File: config.mk
export PLATFORM = sky130hd
export DESIGN_NAME = itcm_port_arbiter
export DESIGN_NICKNAME = d
export VERILOG_FILES = /design/src/rtl/itcm_port_arbiter.sv
export SDC_FILE = /design/constraint.sdc
export NUM_CORES = 1
export LEC_CHECK = 0
export CAP_MARGIN = 20
export CORE_MARGIN = 4
export CORE_UTILIZATION = 24
export DETAILED_ROUTE_END_ITERATION = 8
export GPL_ROUTABILITY_DRIVEN = 1
export PLACE_DENSITY_LB_ADDON = 0.3
export SYNTH_ARGS = -nofsm -noshare
export SYNTH_HDL_FRONTEND = slang
export SYNTH_SLANG_ARGS = --single-unit
File: constraint.sdc
create_clock -name clk -period 1.93 [get_ports clk]
set_input_delay 0.4825 -clock clk [delete_from_list [all_inputs] [get_ports clk]]
set_output_delay 0.4825 -clock clk [all_outputs]
set_load 0.03 [all_outputs]
File: src/rtl/itcm_port_arbiter.sv
// Arbiter for the ITCM read/write port. The LSU has priority. A starvation counter
// guarantees the program loader progress, and the loader can lock the port for bursts.
module itcm_port_arbiter #(
  parameter int ADDR_W       = 12,
  parameter int DATA_W       = 32,
  parameter int STARVE_LIMIT = 8
) (
  input  logic              clk,
  input  logic              rst,
  input  logic              lsu_req,
  input  logic              lsu_we,
  input  logic [ADDR_W-1:0] lsu_addr,
  input  logic [DATA_W-1:0] lsu_wdata,
  output logic              lsu_gnt,
  output logic              lsu_rvalid,
  output logic [DATA_W-1:0] lsu_rdata,
  input  logic              ldr_req,
  input  logic              ldr_we,
  input  logic              ldr_lock,
  input  logic [ADDR_W-1:0] ldr_addr,
  input  logic [DATA_W-1:0] ldr_wdata,
  output logic              ldr_gnt,
  output logic              ldr_rvalid,
  output logic [DATA_W-1:0] ldr_rdata,
  output logic              mem_we,
  output logic [ADDR_W-1:0] mem_addr,
  output logic [DATA_W-1:0] mem_wdata,
  input  logic [DATA_W-1:0] mem_rdata,
  output logic              core_hold
);

  localparam int CNT_W = $clog2(STARVE_LIMIT + 1);
  localparam logic [CNT_W-1:0] CNT_MAX = CNT_W'(STARVE_LIMIT);

  typedef enum logic {ARB = 1'b0, LDR_LOCK = 1'b1} state_t;

  state_t           state;
  logic [CNT_W-1:0] starve_cnt;
  logic             rd_pending;
  logic             rd_owner;   // 1: loader, 0: LSU

  // Grants are suppressed while reset is asserted so that no transfer starts
  always_comb begin
    ldr_gnt = 1'b0;
    lsu_gnt = 1'b0;
    if (!rst) begin
      if (state == LDR_LOCK) begin
        ldr_gnt = ldr_req;
      end else begin
        ldr_gnt = ldr_req & ((starve_cnt == CNT_MAX) | ~lsu_req);
        lsu_gnt = lsu_req & ~ldr_gnt;
      end
    end
  end

  always_comb begin
    mem_we    = 1'b0;
    mem_addr  = '0;
    mem_wdata = '0;
    if (ldr_gnt) begin
      mem_we    = ldr_we;
      mem_addr  = ldr_addr;
      mem_wdata = ldr_wdata;
    end else if (lsu_gnt) begin
      mem_we    = lsu_we;
      mem_addr  = lsu_addr;
      mem_wdata = lsu_wdata;
    end
  end

  assign lsu_rvalid = rd_pending & ~rd_owner;
  assign ldr_rvalid = rd_pending & rd_owner;
  assign lsu_rdata  = lsu_rvalid ? mem_rdata : '0;
  assign ldr_rdata  = ldr_rvalid ? mem_rdata : '0;

  always_ff @(posedge clk or posedge rst) begin
    if (rst) begin
      state      <= ARB;
      core_hold  <= 1'b0;
      starve_cnt <= '0;
      rd_pending <= 1'b0;
      rd_owner   <= 1'b0;
    end else begin
      case (state)
        ARB: begin
          if (ldr_gnt && ldr_lock) begin
            state     <= LDR_LOCK;
            core_hold <= 1'b1;
          end else begin
            core_hold <= 1'b0;
          end
        end
        LDR_LOCK: begin
          // The exit cycle still grants the loader; core_hold drops with the state
          if (!ldr_lock) begin
            state     <= ARB;
            core_hold <= 1'b0;
          end else begin
            core_hold <= 1'b1;
          end
        end
        default: begin
          state     <= ARB;
          core_hold <= 1'b0;
        end
      endcase

      if (ldr_req && !ldr_gnt) begin
        if (starve_cnt != CNT_MAX) starve_cnt <= starve_cnt + CNT_W'(1);
      end else begin
        starve_cnt <= '0;
      end

      rd_pending <= (lsu_gnt & ~lsu_we) | (ldr_gnt & ~ldr_we);
      rd_owner   <= ldr_gnt;
    end
  end

endmodule
==> metrics.md <==
| Metric | Value |
|---|---|
| HPWL Detailed | `8058 µm` |
| Worst vdd ir | `0.0001736 V` |
| Pin count of the biggest net entering global routing | `47` |
| Number of placement rows | `32` |
| Clk sink count | `7` |
| Pleak | `0.002493 µW` |
| Final setup vio count | `47` |
| Total GRT Usage | `20.01%` |
| Hold Fails Final Rpt | `0` |
| RR Endpoint | `state` |
| Die span in x | `98.88 µm` |
| Vias in the first global route | `3,174` |
| Status | `complete, but fails checks` |
| Failing checks | `setup timing` |
| Top_reg_cell synth | `dfrtp_1` |
| Antenna cells | `0` |
| Number of flops mapped to enable cells by yosys | `0` |
| Hold Worst Slack | `573.6 ps` |
| Root Buffer | `clkbuf_8` |
| Flip-flop and latch count after synthesis | `7` |
| Min-Delay Path Class | `input pin to async pin` |
| Initial antenna violation count | `0` |
| Via count | `2,940` |
| H-tree levels | `1` |
| Post-synthesis xor/xnor area fraction | `0.8838%` |
| Initial core utilization | `25.13%` |
| Global-route wire length before repair | `15,880 µm` |
| Synth area leader | `o32ai_2` |
| RSZ-0062 raised after global routing | `true` |
| GPL Wtd Cong | `0.8906` |
| Main combinational cell family by area after synthesis | `compound AO/OA/AOI/OAI gates` |
| Data arrival, critical path | `1830 ps` |
| Nets | `652` |
| IO buf count | `240` |
| Max_slew headroom | `73.25%` |
| Worst Slack Setup Final | `-383.8 ps` |
| Drt pass-1 iters | `4` |
| Peak Freq | `0.4322 GHz` |
| Final TNS setup | `-16,200 ps` |
| Critical path launch point type | `flip-flop` |
| CP Capture Type | `output pin` |
| Routed WL per cell | `16.76 µm` |
| Worst Skew | `4.311 ps` |
| Distinct cells, synth | `28` |
| Antenna-violating nets left | `0` |
| Power per standard cell area | `321.3 nW/µm²` |
| Most instantiated cells after synthesis | `inv_1, nand2_1, o32ai_2, and2_1, and3_1` |
| Asr flop ratio synth | `100.0%` |
| Most numerous cell in the Yosys netlist | `inv_1` |
| R2r worst-path depth | `9` |
| I/O Pins | `241` |
| Cts-stage hold buffer count | `0` |
| Synth area leaders | `o32ai_2, and2_1, and3_1, inv_1, dfrtp_1` |
| Warnings from Yosys | `0` |
| Clk_lat worst skew | `230 ps` |
| Avg Inst Size Synth | `7.507 µm²` |
| Critical path class | `flip-flop to output pin` |
| Crit-path max FO | `6` |
| Num CTS Buffers | `3` |
| Post-synthesis mux area share | `0%` |
| Clock transition at path regs | `40 ps` |
| Initial drt markers | `50` |
| Min Tclk post-route | `2314 ps` |
| Sequential area share after synthesis | `8.838%` |
| Post-route DRC violation count | `0` |
| Die height | `98.88 µm` |
| Final wirelength | `10,460 µm` |
| Max Root-Sink Buffers | `2` |
| Core region area | `7888 µm²` |
| Post-Syn Instances | `264` |
| Tcrit/Tclk final | `119.9%` |
| MaxCap Viol Count | `0` |
| Synthesized cell area | `1982 µm²` |
| Total die area | `9776 µm²` |
| Area delta synth->final | `177.3%` |
| Top-area cell type share of the netlist area | `32.83%` |
| R2R Setup Slk | `370 ps` |
| Actual slew at the worst max-slew pin | `397.1 ps` |
| Share of cells above drive strength 1 | `41.57%` |
| Simple-Gate Fraction of Synth Area | `32.64%` |
| Fraction of the mapped netlist area in compound gates | `38.13%` |
| Syn Nets | `393` |
| Crit path required time | `1450 ps` |
| Via density | `4.712` |
| Synth Area in Adders | `1.263%` |
| Overflow after GRT | `0` |
| Slew Limit Fails | `0` |
| CTS tree | `built` |
| Reg-to-Reg Start | `starve_cnt[1]` |
| Power, Total | `1765 µW` |
critical path: stages (launching register included):
cell and delay, ps:
dfrtp_1 390, inv_2 80, ha_4 130, nand3b_4 80, a21o_4 250, buf_12 140, buf_12 140, o32ai_4 220
buf_6 170
registers in the layout, summed over array words and instances (netlist names):
signal	count
starve_cnt	4
rd_pending	1
rd_owner	1
state	1
metal layers:
layer | vias up | GRT usage [%] | wire length, µm
li1 | 1432 | - | -
met1 | 1328 | 18.91 | 3306
met2 | 162 | 40.19 | 5843
met3 | 18 | 6.653 | 1088
met4 | 0 | 5.672 | 219
met5 | - | 0 | 0
where the power goes:
group | leakage, µW | internal [µW] | switching, µW
clock | 0.0000228 | 143 | 66.7
sequential | 0.0000943 | 155 | 5.11
combinational | 0.00238 | 726 | 669
total | 0.00249 | 1020 | 741
final cells by class:
class	instances	area, µm²
clock buffer	4	45.04
fill	589	2392
inverter	49	183.9
multi-input combinational	179	2024
sequential	7	175.2
tap	102	127.6
timing repair buffer	283	2939
cells by family (layout without fill, tap and decap cells):
kind of cell               Yosys count  in the layout
and+or+nand+nor                    121            121
buffers and inverters               78            336
AOI/OAI and AO/OA                   54             54
DFF                                  7              7
adders and majority gates            2              2
xor gates and xnor gates             2              2
worst max-delay path by stage:
stage / from / end / slack, ps / depth (start not counted)
after floorplan: starve_cnt[0] / ldr_gnt / -150 / 4
after detailed placement: ldr_req / mem_addr[0] / -560 / 7
after global routing: starve_cnt[1] / mem_we / -450 / 8
after global placement: ldr_req / mem_we / -550 / 7
final: starve_cnt[1] / mem_addr[7] / -380 / 8
after CTS: starve_cnt[1] / mem_we / -500 / 8
per-stage QoR:
step,utilization [%],instances,cell area [µm²],worst slack (ps)
detailed placement,63.64,609,5020,-560.4
floorplan,-,264,2510,-150.8
CTS,69.05,623,5446,-497.1
global route,69.67,624,5495,-446.5
finish,69.67,624,5495,-383.8
global placement,63.64,609,5020,-554.9
layout by cell type, fill, tap and decap left out, types with 2 or more instances in the layout:
cell / instances
nand3_1: 3
o32ai_4: 44
buf_12: 14
buf_4: 88
buf_16: 4
buf_6: 47
nand2_1: 46
clkbuf_8: 3
inv_2: 4
clkdlybuf4s50_1: 123
o32ai_1: 2
nor3_1: 2
and3_1: 32
dfrtp_1: 7
dlygate4sd2_1: 2
clkbuf_16: 2
inv_1: 45
and2_1: 33
what timing repair did:
action | in CTS | in global routing
endpoints found under the setup margin | 47 | 49
gates resized for setup | 60 | 9
pin swaps | 3 | 4
buffers inserted | 7 | 1
hold endpoints to repair | 0 | 0
cloned | 4 | 2
No activity file was read; power rests on OpenSTA's default activity.
